===== config.mk =====
export PLATFORM = sky130hd
export DESIGN_NAME = button_filter
export DESIGN_NICKNAME = d
export VERILOG_FILES = /design/src/rtl/button_filter.sv
export SDC_FILE = /design/constraint.sdc
export NUM_CORES = 1
export LEC_CHECK = 0
export ABC_AREA = 1
export CAP_MARGIN = 25
export CORE_UTILIZATION = 40
export DETAILED_ROUTE_END_ITERATION = 10
export GPL_TIMING_DRIVEN = 1
export SETUP_SLACK_MARGIN = 0.4
export SYNTH_ARGS = -nofsm -noshare
export SYNTH_HDL_FRONTEND = slang
export SYNTH_SLANG_ARGS = --single-unit
export TNS_END_PERCENT = 20

===== constraint.sdc =====
create_clock -name clk -period 4.2 [get_ports clk]
set_input_delay 0.63 -clock clk [delete_from_list [all_inputs] [get_ports clk]]
set_output_delay 0.63 -clock clk [all_outputs]
set_load 0.005 [all_outputs]

===== src/rtl/button_filter.sv =====
// Push-button conditioner: two-flop synchronizer, per-button debounce FSM,
// sticky press flags, a shared press counter and a small read-only register
// window whose flag register clears on read.
module button_filter #(
  parameter int N_BTN           = 5,
  parameter int DEBOUNCE_CYCLES = 200000
) (
  input  logic             clk,
  input  logic             rst,
  input  logic [N_BTN-1:0] button,
  input  logic [11:0]      addr,
  input  logic             rd_en,
  output logic [31:0]      rdata,
  output logic [N_BTN-1:0] btn_level
);

  localparam int CW = $clog2(DEBOUNCE_CYCLES);
  localparam logic [CW-1:0] TERM = CW'(DEBOUNCE_CYCLES - 1);

  localparam logic [11:0] ADDR_LEVEL = 12'h000;
  localparam logic [11:0] ADDR_FLAG  = 12'h004;
  localparam logic [11:0] ADDR_COUNT = 12'h008;

  typedef enum logic [1:0] {
    S_LOW,
    S_RISE,
    S_HIGH,
    S_FALL
  } state_t;

  logic [N_BTN-1:0] sync1_q, sync2_q;
  state_t           state_q [N_BTN];
  state_t           state_d [N_BTN];
  logic [CW-1:0]    cnt_q   [N_BTN];
  logic [CW-1:0]    cnt_d   [N_BTN];
  logic [N_BTN-1:0] level_q, level_d;
  logic [N_BTN-1:0] flag_q, flag_d;
  logic [N_BTN-1:0] rise;
  logic [15:0]      count_q, count_d;
  logic             clr_rd;

  // Two-flop synchronizer on the raw pad levels
  always_ff @(posedge clk or posedge rst) begin
    if (rst) begin
      sync1_q <= '0;
      sync2_q <= '0;
    end else begin
      sync1_q <= button;
      sync2_q <= sync1_q;
    end
  end

  // Debounce FSM state, counters and stable levels
  always_ff @(posedge clk or posedge rst) begin
    if (rst) begin
      for (int unsigned i = 0; i < N_BTN; i++) begin
        state_q[i] <= S_LOW;
        cnt_q[i]   <= '0;
      end
      level_q <= '0;
    end else begin
      for (int unsigned i = 0; i < N_BTN; i++) begin
        state_q[i] <= state_d[i];
        cnt_q[i]   <= cnt_d[i];
      end
      level_q <= level_d;
    end
  end

  // Per-button next state: a level is accepted after DEBOUNCE_CYCLES
  // consecutive samples; any opposite sample abandons the count
  always_comb begin
    level_d = level_q;
    rise    = '0;
    for (int unsigned i = 0; i < N_BTN; i++) begin
      state_d[i] = state_q[i];
      cnt_d[i]   = cnt_q[i];
      case (state_q[i])
        S_LOW: begin
          if (sync2_q[i]) begin
            state_d[i] = S_RISE;
            cnt_d[i]   = CW'(1);
          end
        end
        S_RISE: begin
          if (!sync2_q[i]) begin
            state_d[i] = S_LOW;
            cnt_d[i]   = '0;
          end else if (cnt_q[i] == TERM) begin
            state_d[i] = S_HIGH;
            cnt_d[i]   = '0;
            level_d[i] = 1'b1;
            rise[i]    = 1'b1;
          end else if (cnt_q[i] != '1) begin
            cnt_d[i] = cnt_q[i] + CW'(1);
          end
        end
        S_HIGH: begin
          if (!sync2_q[i]) begin
            state_d[i] = S_FALL;
            cnt_d[i]   = CW'(1);
          end
        end
        S_FALL: begin
          if (sync2_q[i]) begin
            state_d[i] = S_HIGH;
            cnt_d[i]   = '0;
          end else if (cnt_q[i] == TERM) begin
            state_d[i] = S_LOW;
            cnt_d[i]   = '0;
            level_d[i] = 1'b0;
          end else if (cnt_q[i] != '1) begin
            cnt_d[i] = cnt_q[i] + CW'(1);
          end
        end
        default: begin
          state_d[i] = S_LOW;
          cnt_d[i]   = '0;
        end
      endcase
    end
  end

  // Sticky flags (a same-cycle rise beats a clearing read) and press count
  always_comb begin
    clr_rd  = rd_en && (addr == ADDR_FLAG);
    flag_d  = (clr_rd ? '0 : flag_q) | rise;
    count_d = count_q;
    for (int unsigned i = 0; i < N_BTN; i++) begin
      count_d = count_d + 16'(rise[i]);
    end
  end

  // Press flag and press count registers
  always_ff @(posedge clk or posedge rst) begin
    if (rst) begin
      flag_q  <= '0;
      count_q <= '0;
    end else begin
      flag_q  <= flag_d;
      count_q <= count_d;
    end
  end

  // Read mux from registered state only
  always_comb begin
    rdata = '0;
    case (addr)
      ADDR_LEVEL: rdata = 32'(level_q);
      ADDR_FLAG:  rdata = 32'(flag_q);
      ADDR_COUNT: rdata = {16'b0, count_q};
      default:    rdata = '0;
    endcase
  end

  assign btn_level = level_q;

endmodule


Word level (Yosys, flattened, before mapping) --
Cells that the tools add are included.
Word-level totals: output and inout bits 37, bits in registers 136, bits of input ports 20
Operators by class: mux-type cells 112, reductions and logical operators 27, bitwise operators 1, add/sub/neg operators 10, equality and inequality tests 67
Operators by type and width (count):
- 18-bit 2-to-1 mux | 30
- 18-bit one-hot mux with 4 select lines | 5
- 18-bit by 1-bit adder with 18-bit output (second input constant) | 5
- 18-bit equality test (second input constant) | 5
- 18-bit inequality test (second input constant) | 5
- 16-bit by 1-bit adder with 16-bit output | 5
- 2-bit 2-to-1 mux | 30
- 2-bit inequality test (second input constant) | 30
- 16-bit one-hot mux with 3 select lines | 1
- 2-bit one-hot mux with 4 select lines | 5
- 1-bit 2-to-1 mux | 35
- 3-bit inequality test (second input constant) | 10
- 5-bit AND reduction | 5
- 2-bit equality test (second input constant) | 10
- 4-bit AND reduction | 5
- 12-bit by 3-bit equality test with 1-bit output (second input constant) | 1
- 12-bit by 4-bit equality test with 1-bit output (second input constant) | 1
- 12-bit logical NOT | 1
- 2-bit by 1-bit equality test with 1-bit output (second input constant) | 5
- 2-bit logical NOT | 5
- 1-bit one-hot mux with 2 select lines | 5
- 2-bit AND reduction | 5
- 2-bit nonzero test | 5
- 5-bit 2-to-1 mux | 1
- 2 further kinds | 2

Longest topological paths before layout --
word-level depth 9, depth in mapped cells 19, gate-level depth less buffers 19

Worst setup path after synthesis --
No wires, ideal clock.
kind flip-flop to flip-flop, start point register cnt_q[18] (netlist name), end point register count_q[10], clock period less this slack 3713 ps, path slack 487 ps, data arrival time 3590 ps, cell stages (with the launch flop) 19, path through dfrtp_1 -> ha_1 -> nand3_1 -> inv_1 -> nand3_1 -> nand3b_1 -> nor2_1 -> nand2_1 -> fa_1 -> inv_1 -> fa_1 -> ha_1 -> fa_1 -> nand2_1 -> a21oi_1 -> nand2_1 -> nor3_1 -> nand3_1 -> xor2_1
Between the ends: word-level cells in the longest chain between the ends 6
RTL lines:
- start: declaration | line 34 | logic [CW-1:0] cnt_q [N_BTN];
- start signal: indexed assignment | line 64 | cnt_q[i] <= cnt_d[i];
- 18-bit equality test | line 89 | end else if (cnt_q[i] == TERM) begin
- 1-bit 2-to-1 mux | line 89
- 1-bit 2-to-1 mux | line 86 | if (!sync2_q[i]) begin
- 1-bit 2-to-1 mux | line 78 | case (state_q[i])
- 16-bit by 1-bit adder with 16-bit output (2 in a row) | line 130 | count_d = count_d + 16'(rise[i]);
- via count_d[10] | line 39 | logic [15:0] count_q, count_d;
- end signal: assignment | line 141 | count_q <= count_d;
- end: declaration | line 39
The timed path passes the listed nets, and every way through them passes these cells. A chain may end at the register's enable or synchronous reset.

Worst setup path in the final report --
start point register cnt_q[55] (netlist name), end point register count_q[10]
Between the ends: word-level cells in the longest chain between the ends 8
RTL lines (line):
- 18-bit equality test | 89
- 1-bit 2-to-1 mux | 89
- 1-bit 2-to-1 mux | 86
- 1-bit 2-to-1 mux | 78
- 16-bit by 1-bit adder with 16-bit output (4 in a row) | 130
- via count_d[10] | 39
The timed path passes the listed nets, and every way through them passes these cells.

==> out/metrics.cfg <==
[logic_synthesis]
synthesis.area_um2=9404
yosys.area.top_type=dfrtp_1
async_flop_share_pct=100.0
synth_cells=1402
synth_top_area_share_pct=36.19
yosys-top-cells-area=dfrtp_1 (36%), nand2_1 (16%), nand3_1 (12%)
synth_commonest_cells=nand2_1 (404), nand3_1 (231), inv_1 (185)
syn_avg_cell_area_um2=6.708
ys_warn_count=0
synth_seq_cells=136
synth-edff-count=0
synth_ff_type=dfrtp_1
synthMostInstantiatedCell=nand2_1
ys_seq_area_share_pct=36.19
yosysUniqueCellTypes=48

[outcome]
status=finished clean

[floorplanning]
pin_count=57
dieArea_um2=24130
fp.dieH_um=155.3
die_w_um=155.3
fp-row-count=55
initial_utilization_pct=41.16
design.core.area_um2=22850

[setup_path]
slowest_delay_ps=550
critPathLaunchType=flop
cp_max_fo=4
critical_path_buf_inv_count=2
required_ps=4500
critPathCaptureType=flop
cpMostUsedCell=nand2_2
cp.depth=18
r2r_cells=18
cp_cell_sequence=ha_2 -> nand2_2 -> nor2_4 -> inv_2 -> nor2_4 -> nand4_1 -> or2_4 -> fa_1 -> inv_2 -> fa_1 -> ha_2 -> fa_2 -> nand2_2 -> a21oi_2 -> nand2_2 -> nor3_4 -> nand3_2 -> xor2_1
path_class=flop to flop
crit_path_top_delay_cell=fa_1
cp_top_family=adder cells
arrival_ps=4270

[global_route]
grt_usage_pct=20.93
antenna_found_initial=0
grt_pass1_wl_um=40780
grt_pass1_vias=8421
grt_remaining_overflow=0
grt_max_degree=57

[placed_design]
place_hpwl_um=17590
place_area_um2=10090
place_congestion=0.9292
io_buffers=40

[cts]
clock_path_buffers=2
cts_tree=yes
clkLatencyLatePin_ps=420
htree_levels=4
cts-root-buf=clkbuf_16
cts.reportedPaths.clkPinSlew_ps=60
cts.sinks=136
cts_buffers=17
cts-hold-fix-buffers=0

[cells_and_area]
nets=1488
regArea_um2=3407
antenna_cells=0
fillers=2339
finish.instance_area_um2=10960
fin_util_pct=47.98
drive_gt1_share_pct=9.407
synthToLayoutAreaGrowth_pct=16.57
multi_input_area_um2=5134

[timing]
grt_setup_unrepaired=true
finalSetupTns_ps=0
layout_min_cycle_time_ps=3964
worst_slew_pin_slew_ps=843.1
setup_viol=0
max_slew_margin_pct=43.58
slew_violations=0
period_share_pct=94.38
finClkSkew_ps=8.388
clock.fmax_ghz=0.2523
hold_viol_final=0

[route]
num_vias=9016
drt-initial-drc-count=553
finalWirelength_um=24280
ant_nets=0
viasPerCell=5.065
drcViolationCount=0
wl_per_cell_um=13.64
drtPass1Iterations=7

[power]
powerDensity_nw_per_um2=321.4
power.static_leakage_nw=5.168
fin_total_pwr_w=0.003523
ir_drop_uv=206.6

[hold_path]
hold_class=flop to flop
holdPathStages=0

[run]
drv_cap=0

[layout by cell type, fill, tap and decap left out, types with 3 or more instances in the layout]
cell / Yosys / routed
a21oi_1: 16 / 15
a31oi_1: 5 / 5
and2_1: 5 / 5
buf_12: 0 / 3
buf_4: 18 / 23
bufinv_16: 0 / 5
clkbuf_16: 0 / 17
clkdlybuf4s50_1: 0 / 40
clkinvlp_4: 0 / 3
conb_1: 1 / 16
dfrtp_1: 136 / 133
dfrtp_2: 0 / 3
ha_1: 9 / 5
ha_2: 0 / 4
inv_1: 185 / 182
inv_2: 10 / 11
nand2_1: 404 / 399
nand2_2: 10 / 13
nand2_4: 1 / 3
nand3_1: 231 / 228
nand3_2: 5 / 8
nand3b_1: 7 / 7
nand4_1: 52 / 52
nor2_1: 136 / 133
nor2_2: 6 / 8
nor2_4: 9 / 10
nor3_1: 15 / 14
o211ai_1: 9 / 9
o21ai_0: 31 / 31
o21ai_1: 15 / 15
o221ai_1: 5 / 5
o31ai_1: 3 / 3
or2_2: 5 / 5
xnor2_1: 5 / 5
xor2_1: 16 / 16
[stage by stage]
stage / cells / setup WS (ps) / hold slack, ps
3_3_place_gp: 1735 / 178.6 / 332.5
3_5_place_dp: 1736 / 63.91 / 335.6
2_1_floorplan: 1417 / 486.8 / 331.2
4_1_cts: 1769 / 403.8 / 350.5
5_1_grt: 1780 / 88.63 / 356.5
6_report: 1780 / 236.2 / 347.7
[power breakdown]
group / switching [W] / total, W / internal, W
Combinational: 0.000297 / 0.000426 / 0.000129
Sequential: 0.0000666 / 0.00143 / 0.00136
Clock: 0.000590 / 0.00167 / 0.00108
[final cells by class]
type                            instances  area share [%]
Timing Repair Buffer                   66           5.776
Sequential cell                       136           31.08
Inverter                              197           6.814
Clock inverter                         11           1.792
Tap cell                              313           3.573
Multi-Input combinational cell       1038           46.83
Clock buffer                           19           4.132
[cells by family after synthesis]
group / synth area share, %
AOI/OAI and AO/OA: 5.987
xor gates and xnor gates: 1.956
adders and majority gates: 1.836
buffers and inverters: 10.83
DFF: 36.19
other: 0.03988
and+or+nand+nor: 43.16
[routing by layer]
metal	GRT usage [%]	part of all wire, %	vias to the layer above
met5	0	0	-
met4	5.696	0.85	0
met3	3.649	4.1	18
met2	34.59	47	209
met1	28.13	48	4183
li1	-	-	4606
[state kept, by name, summed over array words and instances, names as in the netlist, named ones only]
register,cells
sync1_q,5
sync2_q,5
flag_q,5
state_q,5
cnt_q,90
count_q,16
btn_level,5
[repair_timing]
| action | 4_1_cts | 5_1_grt |
|---|---|---|
| setup endpoints to repair | 5 | 8 |
| buffers inserted | 3 | 10 |
| gates resized for setup | 9 | 22 |
| pin swaps | 2 | 14 |
| hold endpoints to repair | 0 | 0 |
[path summary, 6_finish.rpt]
path                       slack (ps)           to        from
max in group asynchronous        3040    cnt_q[72]         rst
min in group asynchronous         640    cnt_q[30]         rst
max                               240  count_q[10]   cnt_q[55]
min                               350   sync2_q[2]  sync1_q[2]
min reg2reg                       350   sync2_q[2]  sync1_q[2]
max reg2reg                       240  count_q[10]   cnt_q[55]
[worst reg2reg max path, delay by kind of cell, from the launching register on]
kind                     cells  cell delay [ps]
XOR/XNOR                     1              150
AND/OR/NAND/NOR              9             1270
adder cells (fa/ha/maj)      5             1770
flip-flops                   1              390
buffers and inverters        2              100
AO/OA/AOI/OAI                1              160
Power figures use the tool's default switching activity.
